==> src/rtl/cpu_defs.sv <==
// Shared definitions for the fetch path: next-PC select codes, reset/IM constants
// and the request bundle handed from pc_unit to the target calculator.
package cpu_defs;

  typedef enum logic [1:0] {
    NPC_SEQ    = 2'd0,
    NPC_BRANCH = 2'd1,
    NPC_JUMP   = 2'd2,
    NPC_JR     = 2'd3
  } npc_sel_e;

  localparam logic [31:0] RESET_PC = 32'h0000_3000;
  localparam logic [31:0] IM_BASE  = 32'h0000_3000;
  localparam int          IM_WORDS = 4096;

  typedef struct packed {
    npc_sel_e    sel;
    logic        taken;
    logic [15:0] imm16;
    logic [25:0] instr_index;
    logic [31:0] rs_data;
  } npc_req_t;

  // Address of the last legal instruction word.
  function automatic logic [31:0] im_last(input logic [31:0] base, input int words);
    return base + (32'(words) << 2) - 32'd4;
  endfunction

endpackage

==> src/rtl/npc_calc.sv <==
// Combinational next-PC mux plus alignment/range check of the selected target.
module npc_calc
  import cpu_defs::npc_sel_e;
  import cpu_defs::npc_req_t;
  import cpu_defs::im_last;
  import cpu_defs::NPC_SEQ;
  import cpu_defs::NPC_BRANCH;
  import cpu_defs::NPC_JUMP;
  import cpu_defs::NPC_JR;
#(
  parameter logic [31:0] BASE  = 32'h0000_3000,
  parameter int          WORDS = 4096
) (
  input  logic [31:0] pc,
  input  logic [31:0] pc_plus4,
  input  npc_req_t    req,
  output logic [31:0] npc,
  output logic        bad
);

  localparam logic [31:0] LAST = im_last(BASE, WORDS);

  logic [31:0] br_off;
  logic        plus4_wrap;

  assign br_off = {{14{req.imm16[15]}}, req.imm16, 2'b00};

  always_comb begin
    npc = pc_plus4;
    case (req.sel)
      NPC_SEQ:    npc = pc_plus4;
      NPC_BRANCH: npc = req.taken ? pc_plus4 + br_off : pc_plus4;
      NPC_JUMP:   npc = {pc_plus4[31:28], req.instr_index, 2'b00};
      NPC_JR:     npc = req.rs_data;
      default:    npc = pc_plus4;
    endcase
  end

  // A pc_plus4 that rolled past 2^32 is never a valid target, even if IM sits at 0.
  assign plus4_wrap = (pc_plus4 < pc) && (req.sel != NPC_JR);

  assign bad = (npc[1:0] != 2'b00) || (npc < BASE) || (npc > LAST) || plus4_wrap;

endmodule

==> src/rtl/pc_unit.sv <==
// Program counter with stall hold, sticky target fault and retired-instruction counter.
module pc_unit
  import cpu_defs::npc_sel_e;
  import cpu_defs::npc_req_t;
#(
  parameter logic [31:0] RESET_PC = cpu_defs::RESET_PC,
  parameter logic [31:0] IM_BASE  = cpu_defs::IM_BASE,
  parameter int          IM_WORDS = cpu_defs::IM_WORDS,
  parameter int          CNT_W    = 32
) (
  input  logic             clk,
  input  logic             reset_n,
  input  logic [31:0]      pc_plus4,
  input  logic [1:0]       npc_sel,
  input  logic             branch_taken,
  input  logic [15:0]      imm16,
  input  logic [25:0]      instr_index,
  input  logic [31:0]      rs_data,
  input  logic             stall,
  input  logic             fault_clr,
  output logic [31:0]      pc,
  output logic [31:0]      npc,
  output logic [31:0]      link_addr,
  output logic             fault,
  output logic [31:0]      fault_pc,
  output logic [CNT_W-1:0] retired
);

  logic [31:0]      pc_q, pc_d;
  logic             fault_q, fault_d;
  logic [31:0]      fault_pc_q, fault_pc_d;
  logic [CNT_W-1:0] retired_q, retired_d;
  npc_req_t         req;
  logic             bad;

  assign req = '{sel:         npc_sel_e'(npc_sel),
                 taken:       branch_taken,
                 imm16:       imm16,
                 instr_index: instr_index,
                 rs_data:     rs_data};

  npc_calc #(
    .BASE  (IM_BASE),
    .WORDS (IM_WORDS)
  ) u_npc_calc (
    .pc       (pc_q),
    .pc_plus4 (pc_plus4),
    .req      (req),
    .npc      (npc),
    .bad      (bad)
  );

  // Clear takes precedence over everything and consumes the cycle without advancing.
  always_comb begin
    pc_d       = pc_q;
    fault_d    = fault_q;
    fault_pc_d = fault_pc_q;
    retired_d  = retired_q;
    if (fault_clr) begin
      fault_d = 1'b0;
    end else if (fault_q || stall) begin
      fault_d = fault_q;
    end else if (bad) begin
      fault_d    = 1'b1;
      fault_pc_d = pc_q;
    end else begin
      pc_d      = npc;
      retired_d = retired_q + 1'b1;
    end
  end

  always_ff @(posedge clk or negedge reset_n) begin
    if (!reset_n) begin
      pc_q       <= RESET_PC;
      fault_q    <= 1'b0;
      fault_pc_q <= 32'd0;
      retired_q  <= '0;
    end else begin
      pc_q       <= pc_d;
      fault_q    <= fault_d;
      fault_pc_q <= fault_pc_d;
      retired_q  <= retired_d;
    end
  end

  assign pc        = pc_q;
  assign link_addr = pc_plus4;
  assign fault     = fault_q;
  assign fault_pc  = fault_pc_q;
  assign retired   = retired_q;

endmodule

==> config.mk <==
export PLATFORM = sky130hd
export DESIGN_NAME = pc_unit
export DESIGN_NICKNAME = d
export VERILOG_FILES = /design/src/rtl/cpu_defs.sv /design/src/rtl/npc_calc.sv /design/src/rtl/pc_unit.sv
export SDC_FILE = /design/constraint.sdc
export NUM_CORES = 1
export LEC_CHECK = 0
export ABC_AREA = 1
export CAP_MARGIN = 10
export CORE_MARGIN = 5
export CORE_UTILIZATION = 40
export CTS_CLUSTER_DIAMETER = 30
export DETAILED_ROUTE_END_ITERATION = 7
export DONT_BUFFER_PORTS = 1
export HOLD_SLACK_MARGIN = 0.1
export PLACE_DENSITY = 0.65
export SYNTH_ARGS = -nofsm -noshare
export SYNTH_HDL_FRONTEND = slang
export SYNTH_SLANG_ARGS = --single-unit
==> constraint.sdc <==
create_clock -name clk -period 3.05 [get_ports clk]
set_input_delay 0.4575 -clock clk [delete_from_list [all_inputs] [get_ports clk]]
set_output_delay 0.4575 -clock clk [all_outputs]
set_load 0.005 [all_outputs]
* Word-level counts from Yosys, hierarchy flattened
Index checks and enable logic that the tools add are counted.
** Storage, ports and cells
- Memories :: 0
- Bits in read-only memories :: 0
- Input port bits :: 113
- Register bits after elaboration :: 97
- Bits in latches :: 0
- Bits in writable memories :: 0
- Output and inout port bits :: 161
- Logic and storage cells :: 33
** Cells by class
- Magnitude comparators :: 3
- Divide/modulo/power cells :: 0
- Muxes and demuxes :: 5
- Eq/ne operators :: 5
- Reductions and logical operators :: 11
- Bitwise gates (word level) :: 3
- Shifts and indexed selects :: 0
- Add/sub/neg operators :: 2
- Multipliers :: 0
** Operator list (count)
- $pmux W32 S4 :: 1
- $add A32 B1 Y32 const B :: 1
- $add A32 B32 Y32 :: 1
- $gt A32 B15 Y1 const B :: 1
- $lt A32 B14 Y1 const B :: 1
- $lt A32 B32 Y1 :: 1
- $mux W32 :: 1
- $reduce_and A3 Y1 :: 2
- $eq A2 B2 Y1 const B :: 2
- $logic_or A1 B1 Y1 :: 4
- $ne A2 B2 Y1 const B :: 2
- $reduce_bool A2 Y1 :: 2
- $mux W1 :: 3
- $not A1 Y1 :: 3
- $eq A2 B1 Y1 const B :: 1
- $logic_not A2 Y1 :: 1
- $reduce_and A2 Y1 :: 1
- $logic_and A1 B1 Y1 :: 1

* Depth between registers and ports, before layout
Gate-level depths: netlist (run 1).
- Depth after elaboration :: 10
- Depth in mapped cells :: 25
- Mapped depth without buffers :: 25

* Modules after synthesis
Synthesis (run 1) repeated with hierarchy kept, for this count alone.
** Second synthesis, totals
- Cells, all modules :: 1367
- Area, all modules :: 8735.9 µm²
** Modules (own cells, without submodules)
- pc_unit :: area each 4489.3 µm², times used 1, sequential area each 2429.8 µm², cells each 507
- npc_calc :: area each 4246.6 µm², times used 1, sequential area each 0.0 µm², cells each 860

* Worst setup path before layout (run 1)
OpenSTA, ideal clock, no wires.
- Path type :: input-to-reg
- Start point :: input pc_plus4[2]
- End point :: register retired_q[15], in the netlist retired[15]
- Slack :: 0.077 ns
- Data arrival time :: 2.857 ns
- Stages on the path :: 22
- Buffers on the path :: 1
- Required time :: 2.933 ns
- Setup time :: 0.117 ns
- Path through :: ha_1 -> inv_1 -> fa_1 -> inv_1 -> nand2_1 -> nand2_1 -> nand3_1 -> nand2_1 -> nand2_1 -> nand3_1 -> nand3_1 -> nand2_1 -> nand3_1 -> nor3_1 -> nand3_1 -> nor3_2 -> nand3_2 -> buf_8 -> nor2_8 -> nand2_1 -> nand2_1 -> nand2_1
** Between the ends
- Cells in the longest elaborated chain, start to end :: 9
- Elaborated cells between the ends (all ways) :: 12
- Classes of those cells :: add/sub (1); order compare (3); mux (2); bitwise (1); reduce/logical (5)
** RTL lines
- from (decl) :: line pc_unit.sv:13 : input logic [31:0] pc_plus4,
- $add A32 B32 Y32 * :: line npc_calc.sv:32 : NPC_BRANCH: npc = req.taken ? pc_plus4 + br_off : pc_plus4;
- $mux W32 * :: line npc_calc.sv:32
- $pmux W32 S4 * :: line npc_calc.sv:30 : case (req.sel)
- via npc[16] :: line pc_unit.sv:22 : output logic [31:0] npc,
- $lt A32 B14 Y1 :: line npc_calc.sv:42 : assign bad = (npc[1:0] != 2'b00) || (npc < BASE) || (npc > LAST) || plus4_wrap;
- $logic_or A1 B1 Y1 :: line npc_calc.sv:42
- $logic_or A1 B1 Y1 * (2 in series) :: line npc_calc.sv:42
- $not A1 Y1 (no source line) *
- $reduce_and A3 Y1 (no source line) *
- to (signal assigned) :: line pc_unit.sv:82 : retired_q <= retired_d;
- to (decl) :: line pc_unit.sv:32 : logic [CNT_W-1:0] retired_q, retired_d;
Mark *: on every way through the listed nets, which the timed path passes. The rest lies on a longest branch.
A chain may end at the register's enable or synchronous reset.

* Worst setup path after layout (run 1)
- Start point :: input imm16[7]
- End point :: register pc_q[6], in the netlist pc[6]
** Between the ends
- Cells in the longest elaborated chain, start to end :: 9
- Elaborated cells between the ends (all ways) :: 10
- Classes of those cells :: add/sub (1); order compare (2); mux (2); bitwise (1); reduce/logical (4)
** RTL lines
- from (decl) :: line pc_unit.sv:16 : input logic [15:0] imm16,
- $add A32 B32 Y32 * :: line npc_calc.sv:32
- $mux W32 * :: line npc_calc.sv:32
- $pmux W32 S4 * :: line npc_calc.sv:30
- $lt A32 B14 Y1 :: line npc_calc.sv:42
- $logic_or A1 B1 Y1 :: line npc_calc.sv:42
- $logic_or A1 B1 Y1 * (2 in series) :: line npc_calc.sv:42
- $not A1 Y1 (no source line) *
- $reduce_and A3 Y1 (no source line) *
- to (signal assigned) :: line pc_unit.sv:79 : pc_q <= pc_d;
- to (decl) :: line pc_unit.sv:29 : logic [31:0] pc_q, pc_d;
Every way passes the cells marked *; elsewhere a longest branch is shown, timed or not.

==> results.toml, run 1 <==
[synth]
summed_instance_area_of_the_synthesized_netlist_mm2 = 0.00895
synth.area.mux_share_pct = 0
synth_seq_cells = 97
synth-compound-area-share_pct = 9.25
synth_simple_gate_area_share_pct = 36.9
synth_warnings = 0
yosysUniqueCellTypes = 46
post_synth_fa_ha_maj_area_fraction_pct = 8.75
synthXorXnorAreaFrac_pct = 2.03
mean_post_synth_cell_area_um2 = 6.31
synth_enable_flop_cells = 0
largest_family_of_logic_cells_by_synthesized_area = "simple AND/OR/NAND/NOR gates"
postSynthCellCount = 1418
synth-seq-area-share_pct = 27.1
syn_nets = 1593
ffs_w_async_s_r_synth_pct = 100
postSynth.topFlopCell = "sky130_fd_sc_hd__dfrtp_1"

[routing]
wl_per_cell_um = 18.4
routed_wirelength_mm = 33.3
drc_errors = 0
routed_via_density = 5.12
drt_pre_antenna_iters = 5
routed-via-count = 9240
drtAntennaViolNets = 0
detail_route.iter0.violations = 588

[layout]
finalCoreUtilization_pct = 49.6
layout_cells_sized_above_1_pct = 21.4
stdcell_count = 1806
finish.net_count = 1697
flow.area_growth_from_synthesis_pct = 21.7
antenna_cells_inserted = 0

[floorplan]
placementRows = 54
initial_utilization_pct = 40.8
fp.dieArea_mm2 = 0.0255
design.core.area_mm2 = 0.0220
die-height_um = 160
die_w_um = 160
boundaryPins = 274

[critical_path]
worst_ep_required_ns = 3.30
worstPathCellList = "ha_2, nand2_2, nor2_1, nand2_4, nand2_4, nand2_1, nand2_1, nor2_1, o21ai_1, nand3_1, buf_6, nor2_2, nand3_1, nor2_2, nand3_2, nor3_4, buf_6, buf_12, buf_12, nand2_1, o21ai_0"
crit_slowest_cell = "sky130_fd_sc_hd__ha_2"
crit_type = "primary input to flip-flop"
r2r.worst_path.cells = 19
worstSetupStartpoint = "imm16[7]"
end_kind = "flip-flop"
cpMostUsedCell = "sky130_fd_sc_hd__nand2_1"
crit-reg2reg-launch = "pc[1]"
critPathMaxFanout = 10
critPathMaxStageDelay_ns = 0.35
endpoint = "pc[6]"
endpoint_of_the_lowest_slack_register_to_register_path = "retired[2]"
crit_path_start_kind = "primary input"
r2r_setup_slack_ns = 0.25
timing.critical_path.arrival_ns = 3.14

[timing]
fin_crit_sh_pct = 94.6
min_period_ns = 2.88
hold_slack_ns = 0.192
timing.max_slew.rel_slack_pct = 53.5
finalSetupViolCount = 0
worst_pin_slew_ns = 0.695
final_max_slew_viol_count = 0
max_clk_rate_mhz = 347
fin_worst_skew_ns = 0.0101
final-hold-violation-count = 0
final.setup.worst_slack_ns = 0.165

[global_route]
globalRouteTotalUtil_pct = 25.0
vias_in_the_first_global_route = 8715
wire_length_of_the_first_global_routing_pass_mm = 50.0
maximum_number_of_pins_on_one_net_before_global_route_repair = 98
grt_antenna_before_repair = 0
grt-ovfl-total = 0

[place]
cell_count_post_placement = 1774
half_perimeter_wire_length_after_detailed_placement_mm = 26.5
routabilityCongestion = 0.898
place_worst_setup_slack_ns = -0.340
port-buffer-count = 0

[power_and_ir_drop]
p_leak_nw = 6.00
power_per_cell_area_mw_per_mm2 = 336
report.power.total_w = 0.00366
power.ir.vdd_worst_mv = 0.264

[clock_network]
root_buffer = "sky130_fd_sc_hd__clkbuf_16"
tritoncts_clock_tree = "built"
cts.sink_count = 97
h-tree-depth = 3
cts_made_buffers = 9
worstSkewPairLatency_ns = 0.35
clock_slew_seen_by_the_registers_of_the_worst_setup_and_hold_paths_ns = 0.07
ctsLongestPathBuffers = 2

[hold_path]
timing.hold.worst.class = "primary input to flip-flop"

[outcome]
status = "finished clean"

[run]
maxCapViolations = 0
worst min path at each step:
stage | start | end | slack, ns | cells past startpoint
2_1_floorplan | reset_n | fault | 0.16 | 0
3_3_place_gp | reset_n | fault_pc[0] | 0.16 | 0
3_5_place_dp | reset_n | fault_pc[0] | 0.16 | 0
4_1_cts | fault_clr | fault | 0.18 | 1
5_1_grt | fault_clr | fault | 0.20 | 1
6_report | fault_clr | fault | 0.19 | 1
flip-flops by register name, indices dropped and copies added, names as in the netlist:
register and cells:
pc 32, fault 1, fault_pc 32, retired 32
synth_stat cells (5+ instances only):
cell type | number | area, um2
sky130_fd_sc_hd__inv_2 | 23 | 86.3
sky130_fd_sc_hd__ha_1 | 61 | 763
sky130_fd_sc_hd__inv_1 | 240 | 901
sky130_fd_sc_hd__a21oi_1 | 55 | 275
sky130_fd_sc_hd__nor2_2 | 6 | 37.5
sky130_fd_sc_hd__nor2_1 | 109 | 409
sky130_fd_sc_hd__xor2_1 | 14 | 123
sky130_fd_sc_hd__nand3_2 | 5 | 50.1
sky130_fd_sc_hd__dfrtp_1 | 95 | 2380
sky130_fd_sc_hd__buf_4 | 36 | 270
sky130_fd_sc_hd__nand2_1 | 456 | 1710
sky130_fd_sc_hd__o21ai_0 | 28 | 140
sky130_fd_sc_hd__o21ai_1 | 43 | 215
sky130_fd_sc_hd__buf_2 | 20 | 100
sky130_fd_sc_hd__nand4_1 | 24 | 150
sky130_fd_sc_hd__nand3_1 | 101 | 505
sky130_fd_sc_hd__nand2_2 | 18 | 113
sky130_fd_sc_hd__nor3_1 | 13 | 65.1
sky130_fd_sc_hd__nand3b_1 | 9 | 67.6
sky130_fd_sc_hd__a22o_1 | 6 | 52.6
sky130_fd_sc_hd__nor2_4 | 6 | 67.6
what timing repair did:
action / in CTS / in global routing
setup endpoints to repair: 0 / 100
gates resized for setup: 0 / 96
buffers inserted: 0 / 12
hold buffers: 2 / 0
hold endpoints to repair: 97 / 0
report_power, final:
part / switching [W] / internal, W
clock: 0.000500 / 0.000658
combinational: 0.000665 / 0.000480
sequential: 0.0000322 / 0.00132
cell usage in the layout (no fill, tap or decap), types with 3 or more instances in the layout:
cell	n
sky130_fd_sc_hd__nor2_4	12
sky130_fd_sc_hd__o21ai_0	27
sky130_fd_sc_hd__nor2_1	92
sky130_fd_sc_hd__xnor2_1	3
sky130_fd_sc_hd__clkbuf_16	12
sky130_fd_sc_hd__a21oi_2	10
sky130_fd_sc_hd__ha_4	6
sky130_fd_sc_hd__xor2_1	14
sky130_fd_sc_hd__or2_2	3
sky130_fd_sc_hd__nand4_1	24
sky130_fd_sc_hd__dfrtp_1	95
sky130_fd_sc_hd__nand3_2	12
sky130_fd_sc_hd__nor3_1	8
sky130_fd_sc_hd__buf_12	7
sky130_fd_sc_hd__ha_2	5
sky130_fd_sc_hd__nor3_2	7
sky130_fd_sc_hd__buf_4	143
sky130_fd_sc_hd__inv_2	26
sky130_fd_sc_hd__nand3_1	92
sky130_fd_sc_hd__o22ai_1	3
sky130_fd_sc_hd__nand3b_1	9
sky130_fd_sc_hd__nand2_4	3
sky130_fd_sc_hd__nor2_2	17
sky130_fd_sc_hd__o21ai_1	43
sky130_fd_sc_hd__a22o_1	6
sky130_fd_sc_hd__nand2_2	42
sky130_fd_sc_hd__ha_1	50
sky130_fd_sc_hd__a21oi_1	48
sky130_fd_sc_hd__inv_1	237
sky130_fd_sc_hd__nand2_1	429
routing by layer:
metal  part of all wire (%)  vias up  global-route usage, %  wire, um
met5                      0        -                      0         0
met1                     41     4238                   30.6     13700
met4                    2.8        0                   7.34       920
met2                     46      351                   42.0     15500
met3                    9.5       49                   8.41      3170
li1                       -     4602                      -         -
layout make-up:
class                   count  area, um2
clock buffers              11        243
inverters                 265        995
clock inverters             4       52.6
repair buffers            157       1350
flip-flops and latches     97       2430
fillers                  2255      11100
well taps                 280        350
multi-input cells         992       5470
worst max-delay path, delay by kind of cell:
family	cells	cell delay, ns
compound gates	2	0.19
fa+ha+maj	1	0.35
buf+inv	4	0.55
simple gates	14	1.57
stage by stage:
step	instance area, um2	setup TNS [ns]
after floorplan	8950	0
after global placement	10000	-9.99
after detailed placement	10000	-14.40
after CTS	10400	0
after global routing	10900	-0.313
final	10900	0
kinds of logic after synthesis:
kind of cell,Yosys count
AOI/OAI and AO/OA,151
DFF,97
buffers and inverters,329
xor gates and xnor gates,19
and+or+nand+nor,760
adders and majority gates,62
Power figures use the tool's default switching activity.
==> run 2, diff against run 1 <==
--- a/config.mk
+++ b/config.mk
@@ -5,7 +5,6 @@
 export SDC_FILE = /design/constraint.sdc
 export NUM_CORES = 1
 export LEC_CHECK = 0
-export ABC_AREA = 1
 export CAP_MARGIN = 10
 export CORE_MARGIN = 5
 export CORE_UTILIZATION = 40
==> results.toml, run 2 <==
[synth]
mean_post_synth_cell_area_um2 = 8.69
most_used_standard_cells_in_the_synthesized_netlist = "sky130_fd_sc_hd__dfrtp_1, sky130_fd_sc_hd__nor2_1, sky130_fd_sc_hd__nand2_1"
synth.area.top_cells = "sky130_fd_sc_hd__dfrtp_1, sky130_fd_sc_hd__ha_1, sky130_fd_sc_hd__mux2_4, sky130_fd_sc_hd__nor3_1, sky130_fd_sc_hd__xor2_1"
synth_largest_area_cell = "sky130_fd_sc_hd__dfrtp_1"
syn_nets = 1192
postSynth.topFlopCell = "sky130_fd_sc_hd__dfrtp_1"
synth_warnings = 0
ffs_w_async_s_r_synth_pct = 100
post-synth-top-count-cell = "sky130_fd_sc_hd__dfrtp_1"
postSynthCellCount = 1017
synth-seq-area-share_pct = 27.5
synth_top_cell_area_share_pct = 26.9
synth_seq_cells = 97
summed_instance_area_of_the_synthesized_netlist_mm2 = 0.00883
yosysUniqueCellTypes = 90
synth_enable_flop_cells = 0

[layout]
finish.net_count = 1361
antenna_cells_inserted = 0
stdcell_count = 1471
mostFrequentLayoutCell = "sky130_fd_sc_hd__buf_4"
layout_cells_sized_above_1_pct = 34.8
flow.area_growth_from_synthesis_pct = 31.2
highest_count_cells_in_the_layout_ignoring_fill_and_taps = "sky130_fd_sc_hd__buf_4, sky130_fd_sc_hd__dfrtp_1, sky130_fd_sc_hd__nor2_1"
filler_cell_count = 2035

[clock_network]
tritoncts_clock_tree = "built"
worstSkewPairLatency_ns = 0.35
root_buffer = "sky130_fd_sc_hd__clkbuf_16"
h-tree-depth = 3
ctsLongestPathBuffers = 2
cts_made_buffers = 9
cts.sink_count = 97
clock_slew_seen_by_the_registers_of_the_worst_setup_and_hold_paths_ns = 0.07

[timing]
hold_slack_ns = 0.167
fin_crit_sh_pct = 123
fin_worst_skew_ns = 0.0206
finalSetupViolCount = 104
max_clk_rate_mhz = 267
final.setup.worst_slack_ns = -0.692
final-hold-violation-count = 0
worst_pin_slew_ns = 0.693
timing.max_slew.rel_slack_pct = 53.4
min_period_ns = 3.74
final_max_slew_viol_count = 0
unrepaired_setup_endpoints_after_global_routing = "yes"

[critical_path]
critPathMaxFanout = 6
crit_path_start_kind = "primary input"
end_kind = "flip-flop"
worstPathCellList = "ha_4, inv_2, fa_2, and2b_4, o21a_4, o2111ai_4, a21oi_2, or4b_4, a32o_1, or4b_4, a2111oi_4, nand4_4, nand2_8, buf_6, buf_6, mux2_4"
endpoint_of_the_lowest_slack_register_to_register_path = "fault_pc[4]"
crit_slowest_cell = "sky130_fd_sc_hd__or4b_4"
crit-reg2reg-launch = "pc[19]"
critPathMaxStageDelay_ns = 0.49
crit_type = "primary input to flip-flop"
r2r.worst_path.cells = 16
worst_ep_required_ns = 3.28
timing.critical_path.arrival_ns = 3.97
worstSetupStartpoint = "pc_plus4[2]"
r2r_setup_slack_ns = -0.64
endpoint = "fault_pc[4]"

[power_and_ir_drop]
p_leak_nw = 5.39
power.ir.vdd_worst_mv = 0.240
report.power.total_w = 0.00375
power_per_cell_area_mw_per_mm2 = 324

[global_route]
maximum_number_of_pins_on_one_net_before_global_route_repair = 98
grt_antenna_before_repair = 1
vias_in_the_first_global_route = 8718
grt-ovfl-total = 0
globalRouteTotalUtil_pct = 26.1
wire_length_of_the_first_global_routing_pass_mm = 50.6

[floorplan]
fp.dieArea_mm2 = 0.0252
die-height_um = 159
placementRows = 54
boundaryPins = 274
design.core.area_mm2 = 0.0218
die_w_um = 159
initial_utilization_pct = 40.6

[routing]
routed_wirelength_mm = 33.4
routed-via-count = 8637
drc_errors = 0
detail_route.iter0.violations = 488
routed_via_density = 5.87
drtAntennaViolNets = 0
drt_pre_antenna_iters = 5
wl_per_cell_um = 22.7

[run]
maxCapViolations = 0

[outcome]
status = "complete, but fails checks"
violations = "setup timing"

[place]
cell_count_post_placement = 1443
routabilityCongestion = 0.989
half_perimeter_wire_length_after_detailed_placement_mm = 27.0
place_worst_setup_slack_ns = -1.10
port-buffer-count = 0

[hold_path]
timing.hold.worst.class = "primary input to flip-flop"
min_path_cells = 1
hold_path_startpoint = "fault_clr"
## run 2: changes by cell type after synthesis, moves of 23 or more
cell                      delta
sky130_fd_sc_hd__nor2_1     -42
sky130_fd_sc_hd__inv_2      -23
sky130_fd_sc_hd__nand2_1   -391
sky130_fd_sc_hd__nor3_1     +50
sky130_fd_sc_hd__nand3_1    -61
sky130_fd_sc_hd__inv_1     -183
sky130_fd_sc_hd__mux2_4     +30
sky130_fd_sc_hd__o21ai_1    -43
## run 2: through the flow
step | area [um2] | util (%) | TNS [ns]
floorplan | 9140 | - | -64.37
global placement | 10700 | 49.1 | -97.11
detailed placement | 10700 | 49.1 | -100.03
CTS | 11400 | 52.3 | -47.70
global route | 11600 | 53.3 | -60.18
finish | 11600 | 53.3 | -47.53
## run 2: timing repair
action                                 CTS  global route
pin swaps                               19            13
buffers inserted                         4             5
gates cloned                             1             0
endpoints found under the hold margin   97             0
hold buffers                             2             0
setup endpoints to repair              106           109
resized for setup                       48            28
## run 2: area by class of cell
cell class	instances	area [um2]	area share, %
Timing Repair Buffer	243	1950	16.8
Clock inverter	7	92.6	0.799
Multi-Input combinational cell	777	6320	54.5
Tap cell	280	350	3.02
Clock buffer	9	225	1.94
Sequential cell	97	2430	21.0
Inverter	58	221	1.91
## run 2: cells by family (layout without fill, tap and decap cells)
kind of cell	Yosys count	count (layout)	synth area share (%)
xor gates and xnor gates	40	40	3.97
AOI/OAI and AO/OA	236	236	19.2
and+or+nand+nor	369	369	22.2
muxes	70	70	9.91
buffers and inverters	143	317	8.43
adders and majority gates	62	62	8.87
DFF	97	97	27.5
## run 2: worst min-delay path by stage
stage | to | slack [ns]
after global placement | fault_pc[19] | 0.17
final | fault | 0.17
after CTS | fault | 0.16
after global routing | fault | 0.16
after floorplan | fault | 0.16
after detailed placement | fault_pc[19] | 0.17
## run 2: worst max-delay path, delay by kind of cell
| kind | cells | cell delay (ns) |
|---|---|---|
| compound gates | 5 | 1.06 |
| simple gates | 5 | 1.55 |
| fa+ha+maj | 2 | 0.34 |
| buf+inv | 3 | 0.26 |
| mux | 1 | 0.29 |
## run 2: power breakdown
group / internal, W / leakage, nW / switching (W)
Combinational: 0.000603 / 4.08 / 0.000659
Clock: 0.000660 / 0.156 / 0.000543
Sequential: 0.00129 / 1.16 / 0.000000994
## run 2: per-layer routing
metal / vias up / wire length (um) / GRT usage (%)
met5: - / 20 / 0
met3: 63 / 2610 / 5.93
li1: 4075 / - / -
met4: 2 / 1140 / 9.18
met2: 325 / 15800 / 43.1
met1: 4172 / 13900 / 33.5
